### src/rtl/uart_tx_arbiter.sv
// uart_tx_arbiter: round-robin, message-granular sharing of one paced UART transmit path
module uart_tx_arbiter #(
   parameter int N_REQ         = 2,
   parameter int BITS_PER_CHAR = 10
) (
   input  logic               clk,
   input  logic               reset,
   input  logic               baud_x1,
   input  logic               tx_ready,
   input  logic [N_REQ-1:0]   req_valid,
   input  logic [8*N_REQ-1:0] req_data,
   input  logic [N_REQ-1:0]   req_last,
   output logic [N_REQ-1:0]   req_ready,
   output logic [N_REQ-1:0]   grant,
   output logic [7:0]         tx_data,
   output logic               tx_strobe,
   output logic               busy
);
   localparam int PW = N_REQ > 1 ? $clog2(N_REQ) : 1;
   localparam int CW = $clog2(BITS_PER_CHAR + 1);

   typedef enum logic [1:0] {IDLE, OWN, SEND, LAST} state_t;

   state_t           state, state_n;
   logic [PW-1:0]    owner, owner_n, rr_ptr, rr_ptr_n, pick, idx, nxt;
   logic [CW-1:0]    gap_cnt, gap_n;
   logic [N_REQ-1:0] grant_n, ready_n;
   logic [7:0]       data_n;
   logic             strobe_n, found;

   assign busy = |grant || gap_cnt != '0;
   assign nxt  = owner == PW'(N_REQ - 1) ? '0 : owner + 1'b1;

   // descending scan so the requester closest at/after rr_ptr wins
   always_comb begin
      found = 1'b0;
      pick  = rr_ptr;
      idx   = '0;
      for (int k = N_REQ - 1; k >= 0; k--) begin
         idx = PW'((int'(rr_ptr) + k) % N_REQ);
         if (req_valid[idx]) begin
            found = 1'b1;
            pick  = idx;
         end
      end
   end

   always_comb begin
      state_n  = state;
      owner_n  = owner;
      rr_ptr_n = rr_ptr;
      grant_n  = grant;
      ready_n  = '0;
      strobe_n = 1'b0;
      data_n   = tx_data;
      gap_n    = baud_x1 && gap_cnt != '0 && !tx_strobe ? gap_cnt - 1'b1 : gap_cnt;
      case (state)
         IDLE: if (found) begin
            owner_n = pick;
            grant_n = N_REQ'(1) << pick;
            state_n = OWN;
         end
         OWN: if (!req_valid[owner]) begin
            grant_n  = '0;
            rr_ptr_n = nxt;
            state_n  = IDLE;
         end else if (gap_cnt == '0 && tx_ready) begin
            strobe_n = 1'b1;
            data_n   = req_data[{owner, 3'b000} +: 8];
            ready_n  = N_REQ'(1) << owner;
            gap_n    = CW'(BITS_PER_CHAR);
            state_n  = req_last[owner] ? LAST : SEND;
         end
         SEND: state_n = OWN;
         LAST: begin
            grant_n  = '0;
            rr_ptr_n = nxt;
            state_n  = IDLE;
         end
         default: state_n = IDLE;
      endcase
   end

   always_ff @(posedge clk) begin
      if (reset) begin
         state     <= IDLE;
         owner     <= '0;
         rr_ptr    <= '0;
         gap_cnt   <= '0;
         grant     <= '0;
         req_ready <= '0;
         tx_data   <= 8'h00;
         tx_strobe <= 1'b0;
      end else begin
         state     <= state_n;
         owner     <= owner_n;
         rr_ptr    <= rr_ptr_n;
         gap_cnt   <= gap_n;
         grant     <= grant_n;
         req_ready <= ready_n;
         tx_data   <= data_n;
         tx_strobe <= strobe_n;
      end
   end
endmodule
### config.mk
export PLATFORM = sky130hd
export DESIGN_NAME = uart_tx_arbiter
export DESIGN_NICKNAME = d
export VERILOG_FILES = /design/src/rtl/uart_tx_arbiter.sv
export SDC_FILE = /design/constraint.sdc
export NUM_CORES = 1
export LEC_CHECK = 0
export ABC_AREA = 1
export CAP_MARGIN = 15
export CELL_PAD_IN_SITES_DETAIL_PLACEMENT = 1
export CELL_PAD_IN_SITES_GLOBAL_PLACEMENT = 1
export CORE_MARGIN = 2
export CORE_UTILIZATION = 25
export CTS_BUF_LIST = sky130_fd_sc_hd__clkbuf_4
export CTS_CLUSTER_SIZE = 30
export DETAILED_ROUTE_END_ITERATION = 10
export PLACE_DENSITY = 0.75
export SLEW_MARGIN = 20
export SYNTH_ARGS = -nofsm -noshare
export SYNTH_HDL_FRONTEND = slang
export SYNTH_SLANG_ARGS = --single-unit
### constraint.sdc
create_clock -name clk -period 2.3 [get_ports clk]
set_input_delay 0.69 -clock clk [delete_from_list [all_inputs] [get_ports clk]]
set_output_delay 0.69 -clock clk [all_outputs]
set_load 0.01 [all_outputs]
# Word-level counts from Yosys, hierarchy flattened

Index checks and enable logic that the tools add are counted.

Input bits: 24
Output and inout port bits: 14
Word-level logic and storage cells: 72
Register bits: 21

Reduce and logical (&&, ||, !) cells: 18
$add $sub $neg: 3
Mux-type cells: 28
Shift operators: 3
Equality and inequality tests: 6
Bitwise gates (word level): 3
Order comparisons: 3

Operators with widths:

| cell                | count |
|---|---|
| $mux 1              | 16 |
| $mux 4              | 4 |
| $shiftx 16x5->8     | 1 |
| $mux 2              | 5 |
| $pmux 2 s4          | 1 |
| $lt 1x2->1 const B  | 3 |
| $pmux 2 s3          | 1 |
| $reduce_and 2->1    | 3 |
| $reduce_and 3->1    | 2 |
| $eq 2x2->1 const B  | 2 |
| $logic_not 4->1     | 1 |
| $ne 2x2->1 const B  | 2 |
| $reduce_bool 4->1   | 1 |
| $reduce_or 4->1     | 1 |
| $shl 1x1->2 const A | 2 |
| $sub 4x1->4 const B | 1 |
| $logic_and 1x1->1   | 3 |
| $ne 3x3->1 const B  | 1 |
| $not 1->1           | 3 |
| $reduce_bool 3->1   | 1 |
| $reduce_or 3->1     | 1 |
| $add 1x1->1 const B | 2 |
| $eq 2x1->1 const B  | 1 |
| $logic_not 2->1     | 1 |
| other kinds (5)     | 5 |

# Logic depth before layout (Yosys ltp)

Gate-level depths: netlist of run 1.

Word-level depth: 8
Gate-level depth with buffers: 9
Mapped depth without buffers: 9

# Worst setup path after synthesis of run 1

No wires, ideal clock.

Kind: register to output
Start: reg gap_cnt[0]
End: out busy
Required time: 1.610 ns
Cell stages (with the launch flop): 6
Setup slack: 0.747 ns
Path buffers: 0
Arrival time: 0.863 ns
Cell sequence: dfxtp_1 > inv_1 > ha_1 > nand2_2 > inv_2 > nand2_1

Word-level cells in the longest chain between the ends: 2

Ends and longest elaborated chain:

| item                   | RTL line | source |
|---|---|---|
| from (decl)            | 26       | `logic [CW-1:0] gap_cnt, gap_n;` |
| from (signal assigned) | 98       | `gap_cnt <= gap_n;` |
| $reduce_bool 4->1      | 31       | `assign busy = \|grant \|\| gap_cnt != '0;` |
| $logic_or 1x1->1       | 31       |  |
| to (decl)              | 17       | `output logic busy` |

Every way passes these cells.

# Final worst setup path of run 1

Same ends and word-level chain as after synthesis.

==> flow_summary.ini, run 1 <==
[floorplanning]
start_util_pct = 26.6
fp.dieW_um = 69.9
die-area_um2 = 4890
rows = 23
io_pins = 38
die_y_um = 69.9
coreArea_um2 = 4090

[power]
total_leakage_power_nw = 0.746
power_density_nw_per_um2 = 771
peakVddDrop_mv = 0.249

[placement]
place_area_um2 = 1520
place_congestion = 0.694
port_buffers = 37
detailed_place_hpwl_mm = 2.20

[sta]
setup_violations = 0
hold_viol = 0
hold_ws_ns = 0.464
finClkSkew_ns = 0.00898
clock.fmax_mhz = 485
slew_headroom_pct = 76.1
post-route-period-util_pct = 89.7
finalWorstPathRequiredPeriod_ns = 2.06
worst_pin_slew_ns = 0.357
setup_tns_ns = 0
maxSlewViolCount = 0
rsz0062_at_grt = no

[setup_path]
worst-path-buf-inv = 3
worstSetupEndpointType = primary output
worstSetupPathType = register to primary output
path_cells = inv_1 -> ha_1 -> nand2_2 -> inv_2 -> nand2_1 -> dlygate4sd2_1
path_delay_family = buffers and inverters
startpoint = gap_cnt[0]$_SDFF_PP0_
critPathArrivalTime_ns = 1.37
worst_path_largest_cell_delay_ns = 0.35
crit_slowest_cell = dfxtp_2
r2r_start = owner$_SDFFE_PP0P_
crit_path_max_fanout = 3
cp.required_ns = 1.61
cp-start-kind = register

[global_route]
antenna_found_initial = 0
grt_start_max_net_pins = 14
grt_overflow_total = 0
gr-usage-all-layers_pct = 11.7
grt_pass1_vias = 1059
grt_pass1_wl_mm = 4.73

[synthesis]
syn_avg_cell_area_um2 = 6.70
yosysWarnings = 0
syn_nets = 188
netlist_top_cells_area = dfxtp_1 (39%), nand2_1 (27%), nand3_1 (4.6%), nor2_1 (4.1%), nor2_8 (3.7%)
synth.distinct_cells = 24
ys_seq_elements = 21
ys_seq_area_share_pct = 38.7
netlist_area_um2 = 1090
synth_top_area_cell = dfxtp_1
yosysTopAreaCellShare_pct = 38.7
synth_cells = 162

[cts]
numCtsBuffers = 3
cts_hold_buf = 0
clock_latency_ns = 0.30
clockBufferDepth = 2
root_buffer = clkbuf_4
htree_levels = 1
clkSinkCount = 21
clk_pin_slew_worst_paths_ns = 0.12
cts_tree = yes

[finish]
areaGrowthSynthToFinish_pct = 43.2
final-seq-area_um2 = 422
antenna_cells = 0
multiInputGateArea_um2 = 597
design_area_um2 = 1560
fillCellCount = 536
nNetsFinal = 230
final_layout_size_suffix_gt1_share_pct = 10.3

[min_path]
hold_start = tx_data[1]$_SDFFE_PP0P_
hold_path_class = register to register

[route]
drt_iter0_markers = 23
wl_mm = 2.66
ant_nets = 0
vias = 1095
wire_per_inst_um = 10.5
viasPerCell = 4.33
drc = 0
dr.pass1.iters = 4

[status]
status = completed

[run]
drv_cap = 0
==> metal layers <==
metal	global-route usage, %	vias up	wire length, um
met4	2.56	0	15
met5	0	-	0
met1	14.7	485	1200
li1	-	585	-
met3	3.46	2	156
met2	19.7	23	1280
==> worst register-to-register path, cell delays in order, from the launching register on <==
cell and delay (ns):
dfxtp_1 0.48, buf_4 0.20, nand2_1 0.07, nand2_2 0.13
nand2_1 0.09, nor2_1 0.19, nor2_4 0.09, nand2_1 0.07
nand2_1 0.05
==> cell usage after synthesis <==
| cell type | count |
|---|---|
| nor3_1 | 1 |
| ha_1 | 2 |
| nor2_4 | 1 |
| nand4_1 | 1 |
| inv_2 | 3 |
| o21a_1 | 1 |
| dfxtp_1 | 21 |
| nand2_1 | 78 |
| nor2_8 | 2 |
| nand3_1 | 10 |
| nor2_2 | 3 |
| o21ai_0 | 1 |
| nor2_1 | 12 |
| buf_2 | 2 |
| inv_1 | 10 |
| a21oi_1 | 5 |
| nand2_2 | 2 |
| xor2_1 | 1 |
| inv_4 | 1 |
| nand4_4 | 1 |
| clkbuf_1 | 1 |
| a21boi_0 | 1 |
| o31ai_1 | 1 |
| nand3b_1 | 1 |
==> layout by cell type (no fill, tap or decap), drive strengths merged, types with 2 or more instances in the layout <==
cell type and count:
nor2 18, clkdlybuf4s50 36, a21oi 5, ha 2, buf 3, inv 14, nand3 10, clkbuf 3
dfxtp 21, nand4 2, nand2 80
==> worst paths after layout <==
path | to | slack [ns] | cells past startpoint
setup reg to reg | tx_data[0]$_SDFFE_PP0P_ | 0.84 | 8
hold reg to reg | tx_data[1]$_SDFFE_PP0P_ | 0.46 | 2
hold / removal | tx_data[1]$_SDFFE_PP0P_ | 0.46 | 2
setup / recovery | busy | 0.24 | 6
==> kinds of logic (layout without fill, tap and decap cells) <==
family,count (synthesis),after routing,synth area share (%)
adder cells (fa/ha/maj),2,2,2.30
buffers and inverters,17,58,6.34
AO/OA/AOI/OAI,9,9,4.84
flip-flops,21,21,38.7
XOR/XNOR,1,1,0.807
AND/OR/NAND/NOR,112,112,47.0
==> sequential cells by signal, indices dropped and copies added (netlist names) <==
signal	count
tx_strobe	1
req_ready	2
tx_data	8
gap_cnt	4
owner	1
rr_ptr	1
state	2
grant	2
==> power breakdown <==
part           switching (mW)  leakage, nW  total [mW]  internal, mW
logic                   0.305        0.556       0.550         0.246
registers              0.0504        0.172       0.474         0.424
clock network           0.111       0.0177       0.175        0.0646
total                   0.466        0.746        1.20         0.734
==> per-stage QoR <==
stage	utilization (%)	setup WS, ns	total power [mW]	instances
floorplan	-	0.747	0.833	162
global placement	37.2	0.240	1.02	248
detailed placement	37.2	0.198	1.03	248
CTS	38.1	0.215	1.22	253
global route	38.1	0.128	1.32	253
finish	38.1	0.236	1.20	253
==> area by class of cell <==
cell class	count	area share, %
tap	50	4.02
inverter	14	3.54
clock buffer	3	1.45
sequential	21	27.1
timing repair buffer	40	25.2
clock inverter	1	0.322
multi-input combinational	124	38.4
==> what timing repair did <==
item / in CTS / in global routing
setup buffers: 1 / 0
setup endpoints to repair: 1 / 0
gates resized for setup: 2 / 0
Power figures use the tool's default switching activity.
==> inputs of run 2 (changes only) <==
Clock period 2.3 ns to 2.4 ns, I/O delays scaled along.
==> run 2 against run 1 <==
Effect of this change: design area grew 0.80%; core utilization grew 0.31 points; sequential power is 4% lower; sequential cell count stayed put; cell count grew 0.40%; clock skew down 0.0034 ns; via count is 0.55% lower; power decreased by 1.7%; critical path depth is the same; first-iteration DRC count decreased by 4.3%; die area unchanged; critical path type unchanged; largest power group unchanged.
==> flow_summary.ini, run 2 (synthesis results as in run 1) <==
[global_route]
grt_overflow_total = 0
gr-usage-all-layers_pct = 12.3
grt_start_max_net_pins = 14
grt_pass1_wl_mm = 4.86
antenna_found_initial = 0
grt_pass1_vias = 1092

[setup_path]
path_delay_family = flip-flops
crit_slowest_cell = dfxtp_2
critPathArrivalTime_ns = 1.25
worst-path-buf-inv = 3
path_cells = inv_1 -> ha_1 -> nand2_2 -> inv_2 -> nand2_1 -> dlymetal6s2s_1
r2r_slack_ns = 0.95
worstSetupPathType = register to primary output
worst_path_largest_cell_delay_ns = 0.34
cp-start-kind = register
crit_path_max_fanout = 3
cp.required_ns = 1.68
worstSetupEndpointType = primary output

[floorplanning]
die_y_um = 69.9
rows = 23
start_util_pct = 26.6
fp.dieW_um = 69.9
coreArea_um2 = 4090
io_pins = 38
die-area_um2 = 4890

[route]
ant_nets = 0
drc = 0
viasPerCell = 4.29
dr.pass1.iters = 4
wl_mm = 2.74
vias = 1089
drt_iter0_markers = 22
wire_per_inst_um = 10.8

[sta]
clock.fmax_mhz = 507
setup_slack_ns = 0.429
finalWorstPathRequiredPeriod_ns = 1.97
maxSlewViolCount = 0
rsz0062_at_grt = no
worst_pin_slew_ns = 0.383
finClkSkew_ns = 0.00560
slew_headroom_pct = 74.3
setup_violations = 0
hold_ws_ns = 0.463
setup_tns_ns = 0
post-route-period-util_pct = 82.1
hold_viol = 0

[finish]
largest_reg_flops = 8
finalCoreUtilization_pct = 38.4
final_common_cell = nand2_1
final_layout_size_suffix_gt1_share_pct = 11.3
nNetsFinal = 231
regMostFlops = tx_data
antenna_cells = 0
areaGrowthSynthToFinish_pct = 44.4
instances_no_fill = 254
largestRegisters = tx_data (8), gap_cnt (4)
design_area_um2 = 1570
layout_common_cells = nand2_1 (78), clkdlybuf4s50_1 (36), dfxtp_1 (19)

[run]
drv_cap = 0

[cts]
clkSinkCount = 21
clock_latency_ns = 0.30
cts_tree = yes
clockBufferDepth = 2
clk_pin_slew_worst_paths_ns = 0.12
numCtsBuffers = 3
htree_levels = 1
root_buffer = clkbuf_4

[power]
power_density_nw_per_um2 = 753
power_mw = 1.18
peakVddDrop_mv = 0.251
total_leakage_power_nw = 0.758

[min_path]
hold_path_class = register to register

[placement]
preCtsSetupSlack_ns = 0.274
place_congestion = 0.693
place_area_um2 = 1520
dp_cells = 248
detailed_place_hpwl_mm = 2.24
port_buffers = 37

[status]
status = completed
run 2: worst min-delay path, stage by stage, from the launching register on:
cell and delay (ns):
dfxtp_1 0.33, nand2_1 0.06, nand2_1 0.04
run 2: final timing paths:
check        depth (start not counted)                     from                       to
max                                  6    gap_cnt[0]$_SDFF_PP0_                     busy
min                                  2  tx_data[1]$_SDFFE_PP0P_  tx_data[1]$_SDFFE_PP0P_
max reg2reg                          8       owner$_SDFFE_PP0P_  tx_data[4]$_SDFFE_PP0P_
min reg2reg                          2  tx_data[1]$_SDFFE_PP0P_  tx_data[1]$_SDFFE_PP0P_
run 2: metal layers:
layer	up-vias	share of wire, %	track usage (%)
li1	588	-	-
met2	24	50	20.4
met3	2	5.8	2.89
met4	0	0.55	4.49
met5	-	0	0
met1	475	44	15.5
run 2: final cells by class:
cell class	count	area [um^2]
multi-input combinational	124	597
inverter	14	55.1
clock inverter	1	5.00
clock buffer	3	22.5
tap	50	62.6
fill	525	2520
timing repair buffer	41	403
sequential	21	423
run 2: repair_timing:
action,4_1_cts,5_1_grt
setup endpoints to repair,1,1
gates resized for setup,2,1
pin swaps,1,0
buffers inserted,1,1
hold buffers,0,0
run 2: report_power, final:
| group | leakage (nW) | internal [mW] | switching [mW] | total (mW) |
|---|---|---|---|---|
| Clock | 0.0177 | 0.0621 | 0.110 | 0.172 |
| Combinational | 0.568 | 0.251 | 0.301 | 0.553 |
| Sequential | 0.172 | 0.407 | 0.0481 | 0.455 |
| Total | 0.758 | 0.721 | 0.459 | 1.18 |
==> variant, RTL diff (flow settings as in run 2) <==
Make the reset (`reset`) asynchronous in one clocked block.
--- a/src/rtl/uart_tx_arbiter.sv
+++ b/src/rtl/uart_tx_arbiter.sv
@@ -81,7 +81,7 @@
       endcase
    end
 
-   always_ff @(posedge clk) begin
+   always_ff @(posedge clk or posedge reset) begin
       if (reset) begin
          state     <= IDLE;
          owner     <= '0;
Check against the original RTL: differs if reset is asserted again (counterexample within 4 cycles, from zero or initial values and one cycle with reset high); with reset held inactive, the same outputs for 10 cycles.
==> variant against run 2 <==
Sequential power is 34% higher. Setup slack lost 0.33 ns. Final area rose by 5.2%. Routed wire length fell by 1.8%. Area after synthesis up 7.1%. Power grew 49%. Maximum frequency fell by 14%. Sequential cell count unchanged. Non-clock buffer count increased by 1. Critical path depth shrank 1.
==> variant: results (changes against run 2) <==
P_leak 0.774 nW (+2.1%); vias in the first global route 1,087 (-0.46%); Initial DRC Count 25 (+14%); synth warn 0 (unchanged); worst-case clock buffer depth 2 (unchanged); DRT Pass-1 Iters 4 (unchanged); Final setup viols 0 (unchanged); number of buffers created by CTS 3 (unchanged); final WL 2690 um (-1.8%); Cell variety after synth 24 (unchanged); first-pass GRT wire length 4730 um (-2.8%); antenna violations before repair 0 (unchanged); Filler cells 499 (-5.0%); Clock Latency Late Sink 0.30 ns (about the same); Top Registers tx_data x8, gap_cnt x4; synth cell count leaders nand2_1, dfrtp_1, inv_1; fraction of registers with async set/reset 100% (+100 points); Max VDD drop 342 uV (+36%); pin count of the biggest net entering global routing 22 (+8); Root Driver clkbuf_4; syn_nets 148 (-21%); skew final 0.00488 ns (-0.000721 ns); n_diodes 0 (unchanged); layout cells sized above 1 24.8% (+14 points); nets 192 (-17%); Worst Path Arrival 1.59 ns (+0.34 ns); post-synthesis sequential area ratio 45.2% (+6.5 points); DR vias/cell 4.48 (+4.6%); slew margin rel. 76.4% (+2.0 points); largest fanout on the critical path 3 (unchanged); Sum Neg Setup Slack 0 ns (unchanged); gr usage total 11.6% (-0.68 points); placed inst area 1590 sq um (+4.7%); main area contributors after synthesis dfrtp_1, nand2_1, mux2i_1, o21ai_2, nand2_2; Port-buffer cells 37 (unchanged); run status finished clean; post-DP HPWL 2200 um (-1.8%); CTS H-tree depth 1 (unchanged); gpl congestion 0.679 (-2.0%); Worst-path clk slew about 0.11 ns; Worst Hold Class flop to flop
[variant: kinds of logic (layout without fill, tap and decap cells)]
kind of cell,count (synthesis),count (layout),share of synthesized area (%)
compound gates,14,14,9.89
buf+inv,20,63,8.07
simple gates,55,55,26.3
mux,8,8,6.88
flops,21,21,45.2
xor+xnor,2,2,1.51
fa+ha+maj,2,2,2.15
[variant: layout make-up]
type | instances | share of cell area [%]
Tap cell | 52 | 3.95
Multi-Input combinational cell | 81 | 33.8
Timing Repair Buffer | 42 | 24.7
Inverter | 17 | 3.87
Sequential cell | 21 | 31.9
Clock buffer | 4 | 1.82
[variant: path summary, 6_finish.rpt]
check                           slack (ns)                endpoint                    from  cells after the start
min in group asynchronous             0.73  tx_data[6]$_DFFE_PP0P_                   reset                      3
worst min-delay path                  0.50  tx_data[7]$_DFFE_PP0P_  tx_data[7]$_DFFE_PP0P_                      2
worst max register to register        0.79  tx_data[6]$_DFFE_PP0P_    gap_cnt[1]$_DFF_PP0_                      8
worst min register to register        0.50  tx_data[7]$_DFFE_PP0P_  tx_data[7]$_DFFE_PP0P_                      2
worst max-delay path                  0.09                    busy    gap_cnt[1]$_DFF_PP0_                      5
max in group asynchronous             1.45    gap_cnt[3]$_DFF_PP0_                   reset                      3
[variant: critical path, stage by stage (launching register included)]
cell and delay (ns):
dfrtp_1 0.42, inv_2 0.09, ha_4 0.15, nand3_4 0.07, or3_1 0.31, clkdlybuf4s15_1 0.24
[variant: metrics by stage]
stage,worst slack [ns],instances,util [%]
after floorplan,0.543,122,-
after global placement,0.131,211,36.1
after detailed placement,0.0530,211,36.1
after CTS,0.0134,215,37.0
after global routing,0.00463,217,37.4
final,0.0947,217,37.4
[variant: timing repair]
item	CTS	global route
pin swaps	1	0
gates resized for setup	5	1
hold buffers	0	0
endpoints found under the setup margin	1	1
setup buffers	0	2
[variant: routing by layer]
metal / GRT usage (%) / vias to the layer above / part of all wire (%)
met1: 12.1 / 459 / 36
met4: 5.03 / 0 / 2.5
li1: - / 478 / -
met5: 0 / - / 0
met2: 22.0 / 29 / 55
met3: 2.78 / 7 / 6.3
[variant: power breakdown]
part / internal (mW) / switching [mW]
Clock: 0.0761 / 0.108
Sequential: 0.495 / 0.115
Combinational: 0.467 / 0.495
